--- src/rtl/mem_port_arbiter_if.sv ---
// Bundle of the data-path, fetch and memory-port signals shared by the arbiter.
`ifndef ADDR_W
`define ADDR_W 32
`endif
`ifndef REG_W
`define REG_W 64
`endif

interface mem_port_arbiter_if;
    logic                d_req;
    logic [`ADDR_W-1:0]  d_addr;
    logic [7:0]          d_we;
    logic [`REG_W-1:0]   d_wdata;
    logic                d_gnt;
    logic                d_rvalid;
    logic [`REG_W-1:0]   d_rdata;

    logic                f_req;
    logic [`ADDR_W-1:0]  f_addr;
    logic                f_gnt;
    logic                f_rvalid;
    logic [`REG_W-1:0]   f_rdata;
    logic                f_flush;

    logic                mem_en;
    logic [`ADDR_W-1:0]  mem_addr;
    logic [7:0]          mem_we;
    logic [`REG_W-1:0]   mem_wdata;
    logic [`REG_W-1:0]   mem_rdata;

    // requesters and memory side
    modport master (
        output d_req, d_addr, d_we, d_wdata,
        input  d_gnt, d_rvalid, d_rdata,
        output f_req, f_addr, f_flush,
        input  f_gnt, f_rvalid, f_rdata,
        input  mem_en, mem_addr, mem_we, mem_wdata,
        output mem_rdata
    );

    // arbiter side
    modport slave (
        input  d_req, d_addr, d_we, d_wdata,
        output d_gnt, d_rvalid, d_rdata,
        input  f_req, f_addr, f_flush,
        output f_gnt, f_rvalid, f_rdata,
        output mem_en, mem_addr, mem_we, mem_wdata,
        input  mem_rdata
    );
endinterface

--- src/rtl/mem_port_arbiter.sv ---
// Shares one data-memory port between the data path and instruction fetch,
// registering the winner onto mem_* and steering read returns via a tag pipeline.
`ifndef ADDR_W
`define ADDR_W 32
`endif
`ifndef REG_W
`define REG_W 64
`endif

module mem_port_arbiter #(
    parameter int unsigned LOAD_LATENCY = 1,
    parameter int unsigned STARVE_LIMIT = 4
) (
    input logic                clk,
    input logic                rstn,
    mem_port_arbiter_if.slave  bus
);
    localparam int unsigned CNT_W = $clog2(STARVE_LIMIT + 1);

    typedef struct packed {
        logic valid;
        logic port;   // 1 = fetch, 0 = data
    } tag_t;

    logic                 d_gnt;
    logic                 f_gnt;
    logic [CNT_W-1:0]     starve_cnt;
    logic [CNT_W-1:0]     starve_cnt_next;
    tag_t                 tag_in;
    tag_t [LOAD_LATENCY:0] tags;

    logic                 mem_en_reg;
    logic [`ADDR_W-1:0]   mem_addr_reg;
    logic [7:0]           mem_we_reg;
    logic [`REG_W-1:0]    mem_wdata_reg;

    // A flush invalidates any fetch tag passing through a pipeline stage.
    function automatic tag_t scrub(input tag_t t, input logic flush);
        tag_t r;
        r = t;
        if (flush && t.port) r.valid = 1'b0;
        return r;
    endfunction

    // Grant selection: data wins unless fetch has starved to the limit; flush blocks fetch.
    always_comb begin
        d_gnt = 1'b0;
        f_gnt = 1'b0;
        if (!rstn) begin
            d_gnt = 1'b0;
            f_gnt = 1'b0;
        end else if (bus.f_flush) begin
            d_gnt = bus.d_req;
        end else if (bus.d_req && bus.f_req && starve_cnt == CNT_W'(STARVE_LIMIT)) begin
            f_gnt = 1'b1;
        end else begin
            d_gnt = bus.d_req;
            f_gnt = bus.f_req && !bus.d_req;
        end
    end

    // Starvation counter next value and the tag for this cycle's winner.
    always_comb begin
        starve_cnt_next = starve_cnt;
        if (f_gnt || !bus.f_req) begin
            starve_cnt_next = '0;
        end else if (d_gnt && !bus.f_flush && starve_cnt != CNT_W'(STARVE_LIMIT)) begin
            starve_cnt_next = starve_cnt + CNT_W'(1);
        end
        tag_in.valid = (d_gnt && bus.d_we == '0) || f_gnt;
        tag_in.port  = f_gnt;
    end

    // Starvation counter register.
    always_ff @(posedge clk) begin
        if (!rstn) starve_cnt <= '0;
        else       starve_cnt <= starve_cnt_next;
    end

    // Memory port register: winner's fields; address and store data hold when idle.
    always_ff @(posedge clk) begin
        if (!rstn) begin
            mem_en_reg    <= 1'b0;
            mem_addr_reg  <= '0;
            mem_we_reg    <= '0;
            mem_wdata_reg <= '0;
        end else begin
            mem_en_reg <= d_gnt || f_gnt;
            if (d_gnt) begin
                mem_addr_reg  <= bus.d_addr;
                mem_we_reg    <= bus.d_we;
                mem_wdata_reg <= bus.d_wdata;
            end else if (f_gnt) begin
                mem_addr_reg <= bus.f_addr;
                mem_we_reg   <= '0;
            end else begin
                mem_we_reg <= '0;
            end
        end
    end

    // Tag pipeline tracking in-flight reads until their data returns.
    always_ff @(posedge clk) begin
        if (!rstn) begin
            tags <= '0;
        end else begin
            tags[0] <= scrub(tag_in, bus.f_flush);
            for (int unsigned k = 1; k <= LOAD_LATENCY; k++) begin
                tags[k] <= scrub(tags[k-1], bus.f_flush);
            end
        end
    end

    assign bus.d_gnt     = d_gnt;
    assign bus.f_gnt     = f_gnt;
    assign bus.d_rvalid  = tags[LOAD_LATENCY].valid && !tags[LOAD_LATENCY].port;
    assign bus.f_rvalid  = tags[LOAD_LATENCY].valid && tags[LOAD_LATENCY].port && !bus.f_flush;
    assign bus.d_rdata   = bus.mem_rdata;
    assign bus.f_rdata   = bus.mem_rdata;
    assign bus.mem_en    = mem_en_reg;
    assign bus.mem_addr  = mem_addr_reg;
    assign bus.mem_we    = mem_we_reg;
    assign bus.mem_wdata = mem_wdata_reg;
endmodule

--- src/flat_wrapper.sv ---
// flat-port wrapper written by rule: the top's interface ports become plain ports
module mem_port_arbiter_flat 
#(
    parameter int unsigned LOAD_LATENCY = 1,
    parameter int unsigned STARVE_LIMIT = 4
)
  (clk, rstn, bus_d_req, bus_d_addr, bus_d_we, bus_d_wdata, bus_d_gnt, bus_d_rvalid, bus_d_rdata, bus_f_req, bus_f_addr, bus_f_flush, bus_f_gnt, bus_f_rvalid, bus_f_rdata, bus_mem_en, bus_mem_addr, bus_mem_we, bus_mem_wdata, bus_mem_rdata);
  mem_port_arbiter_if bus_i ();
  input logic clk;
  input logic rstn;
  input wire logic [$bits(bus_i.d_req)-1:0] bus_d_req;
  input wire logic [$bits(bus_i.d_addr)-1:0] bus_d_addr;
  input wire logic [$bits(bus_i.d_we)-1:0] bus_d_we;
  input wire logic [$bits(bus_i.d_wdata)-1:0] bus_d_wdata;
  output wire logic [$bits(bus_i.d_gnt)-1:0] bus_d_gnt;
  output wire logic [$bits(bus_i.d_rvalid)-1:0] bus_d_rvalid;
  output wire logic [$bits(bus_i.d_rdata)-1:0] bus_d_rdata;
  input wire logic [$bits(bus_i.f_req)-1:0] bus_f_req;
  input wire logic [$bits(bus_i.f_addr)-1:0] bus_f_addr;
  input wire logic [$bits(bus_i.f_flush)-1:0] bus_f_flush;
  output wire logic [$bits(bus_i.f_gnt)-1:0] bus_f_gnt;
  output wire logic [$bits(bus_i.f_rvalid)-1:0] bus_f_rvalid;
  output wire logic [$bits(bus_i.f_rdata)-1:0] bus_f_rdata;
  output wire logic [$bits(bus_i.mem_en)-1:0] bus_mem_en;
  output wire logic [$bits(bus_i.mem_addr)-1:0] bus_mem_addr;
  output wire logic [$bits(bus_i.mem_we)-1:0] bus_mem_we;
  output wire logic [$bits(bus_i.mem_wdata)-1:0] bus_mem_wdata;
  input wire logic [$bits(bus_i.mem_rdata)-1:0] bus_mem_rdata;
  assign bus_i.d_req = bus_d_req;
  assign bus_i.d_addr = bus_d_addr;
  assign bus_i.d_we = bus_d_we;
  assign bus_i.d_wdata = bus_d_wdata;
  assign bus_d_gnt = bus_i.d_gnt;
  assign bus_d_rvalid = bus_i.d_rvalid;
  assign bus_d_rdata = bus_i.d_rdata;
  assign bus_i.f_req = bus_f_req;
  assign bus_i.f_addr = bus_f_addr;
  assign bus_i.f_flush = bus_f_flush;
  assign bus_f_gnt = bus_i.f_gnt;
  assign bus_f_rvalid = bus_i.f_rvalid;
  assign bus_f_rdata = bus_i.f_rdata;
  assign bus_mem_en = bus_i.mem_en;
  assign bus_mem_addr = bus_i.mem_addr;
  assign bus_mem_we = bus_i.mem_we;
  assign bus_mem_wdata = bus_i.mem_wdata;
  assign bus_i.mem_rdata = bus_mem_rdata;
  mem_port_arbiter #(.LOAD_LATENCY(LOAD_LATENCY), .STARVE_LIMIT(STARVE_LIMIT)) u_core (.clk(clk), .rstn(rstn), .bus(bus_i));
endmodule
--- config.mk ---
export PLATFORM = sky130hd
export DESIGN_NAME = mem_port_arbiter_flat
export DESIGN_NICKNAME = d
export VERILOG_FILES = /design/src/rtl/mem_port_arbiter_if.sv /design/src/rtl/mem_port_arbiter.sv /design/src/flat_wrapper.sv
export SDC_FILE = /design/constraint.sdc
export NUM_CORES = 1
export LEC_CHECK = 0
export CAP_MARGIN = 0
export CORE_AREA = 2 2 170 172
export DETAILED_ROUTE_END_ITERATION = 7
export DIE_AREA = 0 0 172 174
export GPL_TIMING_DRIVEN = 0
export SYNTH_ARGS = -nofsm -noshare
export SYNTH_HDL_FRONTEND = slang
export SYNTH_SLANG_ARGS = --single-unit
--- constraint.sdc ---
create_clock -name clk -period 1.7 [get_ports clk]
set_input_delay 0.34 -clock clk [delete_from_list [all_inputs] [get_ports clk]]
set_output_delay 0.34 -clock clk [all_outputs]
set_load 0.01 [all_outputs]
==> impl_summary.md <==
Run status
The run finished, with violations left. The final reports fail on setup timing.

Timing
The number of max-slew violations in the final report is 0. The final count of hold timing violations was 0. The worst pin sits at a relative slew slack of 48.8%.

The highest attainable clock frequency is 512 MHz. Between clock sinks in the finished design, the worst skew comes to 10.8 ps. Dividing the final minimum period by the clock period gives 115%. Setup repair after global routing could not meet its margin everywhere. The worst setup margin is -252 ps. The time the worst path needs with I/O delays and setup is 1950 ps. For the pin with the worst max-slew slack, the measured transition is 768 ps.

The total of endpoints with negative setup slack in the final report is 2. After routing, the total negative slack on setup checks comes to -504 ps.

Clocking
The root buffer cell chosen for the clock tree is clkbuf_16. The clock latency on the worst-skew pair is 370 ps. The H-tree was split into 3 levels. The longest clock path from root to sink contains 2 buffers. Buffers inserted during clock tree synthesis total 9. After clock tree synthesis, the clock-pin slew on the worst setup and hold paths is 80 ps. The sink count of the clock tree is 112. TritonCTS built the clock tree. The count of hold-fix buffers inserted at cts is 0.

Hold path
The origin of the worst min-delay path is bus_f_flush. The worst min-delay path class is input pin to flip-flop.

Job
The count of maximum capacitance violations is 0.

Detailed routing
The count of nets left with antenna violations once routing finished came out at 0. The overall routed net length is 24.2 mm. Summed over all nets, wire length on met2 after detailed routing comes to 12.4 mm. After detailed routing, the average wire length per cell comes to 16.2 µm. After detailed routing, the number of vias per cell comes to 4.28.

The detailed router finished its first iteration with 231 violations. The first detailed-routing pass ran for 4 iterations. The remaining routing DRC violations is 0.

The routed metal-1 wire length is 9.29 mm. The top layer reached by signal wires is met4. The met3 layer wire length in the routed design is 2.04 mm. The vias after detailed routing is 6377.

Setup path
Along the worst path, the maximum fanout reaches 3. The critical path starts at u_core.starve_cnt[1]. By startpoint and endpoint, the worst setup path is classified as flip-flop to output pin. The worst register-to-register path begins at u_core.starve_cnt[1].

The element type at the critical path end is an output pin. The category of the worst setup path launch point is a flip-flop. The arrival time at the worst endpoint is 1610 ps. For the worst setup path, the data required time is 1360 ps.

Cells and area
With fillers left out, the area of the finished cells amounts to 10600 µm². From synthesis to final layout, the design area changed by 88.4%. The fraction of layout cells with a size suffix above 1 is 21.9%.

The register with the most flip-flops in the layout has 64 of them. At the end of the flow the core is filled with cells to 37.7%. The final-layout fill cell count is 2923. The post-layout net count is 1308.

Logic synthesis
The sequential fraction of the synthesis area is 39.7%. The post-synthesis average cell area is 8.11 µm². The number of synthesized flops with an enable pin is 0.

The top-area cell type share of the netlist area is 39.7%. In the synthesized netlist the async set-or-reset flop fraction comes to 0%. During synthesis, Yosys emitted a total of 0 warnings.

In the synthesized netlist the dominant register cell turns out to be dfxtp_1. In the synthesized netlist, the number of instances is 697. Yosys attributes the largest share of cell area to dfxtp_1 40%, buf_4 17%, o21ai_0 8.2%.

The largest area contributor in the synthesized netlist is dfxtp_1. In this run, distinct cell masters in the synthesized netlist total 30. The post-synthesis register bit count is 112. The mapped cell area is 5650 µm². The number of nets handed over by synthesis was 904.

Global routing
Global routing used 15.4% of the available tracks across all layers. The number of antenna violations at the first check in global routing is 1. The first global-routing pass estimated 35.7 mm of wire.

The total overflow left after global routing is 0. The largest net degree at the start of global routing is 22. The via count of the first global-routing pass is 6415.

Power and ir drop
IR analysis of the VDD net gives a maximum drop of 0.415 mV. For this design the total switching power over the nets is 1.98 mW. In this run switching power makes up 28.0% of total power. The combinational share of power is 27.7%. The power density of the placed cells is 666 nW/µm². The leakage power is 4.29 nW. The part of the power in the clock network is 31.6%. The internal portion of the total power is 5.10 mW.

The part of the total power dissipated in sequential elements is 40.7%. The total power is 7.09 mW.

Floorplanning
The vertical extent of the die is 174 µm. The top-level port count is 442. The width of the chip is 172 µm. The total core area is 28200 µm². The initial core utilization is 20.0%. The floorplan step defined a die boundary enclosing 29900 µm². The initialized floorplan defines 62 standard-cell rows.

Place
At the end of routability-driven placement, the weighted congestion stood at 0.868. Prior to clock tree synthesis, the placed netlist has a worst setup slack of -1270 ps. Once detailed placement completed, the half-perimeter wirelength came to 18.6 mm.

Port buffering added 376 buffers. Once placement finished, the instance area stood at 9890 µm².
metrics by stage:
| step | std cells | hold WS (ps) |
|---|---|---|
| 2_1_floorplan | 697 | 400 |
| 3_3_place_gp | 1457 | 412 |
| 3_5_place_dp | 1457 | 415 |
| 4_1_cts | 1487 | 262 |
| 5_1_grt | 1491 | 276 |
| 6_report | 1491 | 279 |
path summary, 6_finish.rpt:
check                      endpoint  slack (ps)  cells past startpoint
max reg2reg  u_core.bus.mem_addr[9]          30                      8
max                       bus_f_gnt        -250                      8
min reg2reg          u_core.tags[3]         430                      1
min                  u_core.tags[3]         280                      2
logic make-up (layout without fill, tap and decap cells):
| logic type | after synthesis | after routing | share of synthesized area, % |
|---|---|---|---|
| AND/OR/NAND/NOR | 155 | 155 | 13.0 |
| other | 0 | 1 | 0 |
| adder cells (fa/ha/maj) | 2 | 2 | 0.443 |
| AO/OA/AOI/OAI | 203 | 203 | 22.6 |
| buffers and inverters | 225 | 634 | 24.2 |
| flip-flops | 112 | 112 | 39.7 |
area by class of cell:
| type | count | area (µm²) | share of cell area [%] |
|---|---|---|---|
| plain buffers | 188 | 1360 | 12.8 |
| well taps | 384 | 480 | 4.51 |
| repair buffers | 395 | 3930 | 36.9 |
| clock inverters | 6 | 65.1 | 0.611 |
| flip-flops and latches | 112 | 2250 | 21.1 |
| multi-input cells | 360 | 2190 | 20.6 |
| inverters | 35 | 131 | 1.23 |
| diodes | 1 | 2.50 | 0.0235 |
| clock buffers | 10 | 239 | 2.25 |
what timing repair did:
item | in CTS | in global routing
gates resized for setup | 62 | 80
pin swaps | 3 | 8
setup buffers | 16 | 3
gates cloned | 0 | 0
endpoints found under the setup margin | 118 | 98
layout by cell type (no fill, tap or decap), types with 9 or more instances in the layout:
cell / n
a21oi_1: 32
clkdlybuf4s50_1: 365
o31ai_1: 17
buf_2: 10
nand3_1: 64
o32a_1: 32
o21ai_0: 87
nand2_1: 66
inv_1: 33
and3_1: 9
dfxtp_1: 108
buf_4: 151
clkbuf_16: 9
buf_6: 13
clkbuf_1: 18
o31ai_2: 16
routing by layer:
| layer | GRT usage [%] | up-vias |
|---|---|---|
| met3 | 4.26 | 26 |
| met5 | 0 | - |
| met1 | 17.2 | 2958 |
| met4 | 5.01 | 0 |
| met2 | 27.9 | 301 |
| li1 | - | 3092 |
worst max-delay path, stage by stage, from the launching register on:
cell and delay [ps]:
dfxtp_2 350, inv_2 50, ha_4 150, buf_4 140, a21boi_4 160, buf_6 140, buf_8 110, nor2_4 40
buf_6 120
cell usage after synthesis (3+ instances only):
library cell,count
buf_4,130
dfxtp_1,112
o32a_1,32
a21oi_1,35
o21ai_0,93
nand3_1,64
nor2_1,3
and2_1,3
inv_1,35
o31ai_1,34
and3_1,9
buf_2,22
o21ai_1,3
nand2_1,67
clkbuf_1,37
power by group through the flow:
stage	clock network (mW)	registers [mW]	logic [mW]
CTS	2.34	2.89	1.94
floorplan	0	3.02	0.669
global route	2.44	2.91	2.11
finish	2.24	2.89	1.96
detailed placement	0	2.95	1.90
global placement	0	2.94	1.89
(Power assumes the default switching activity.)
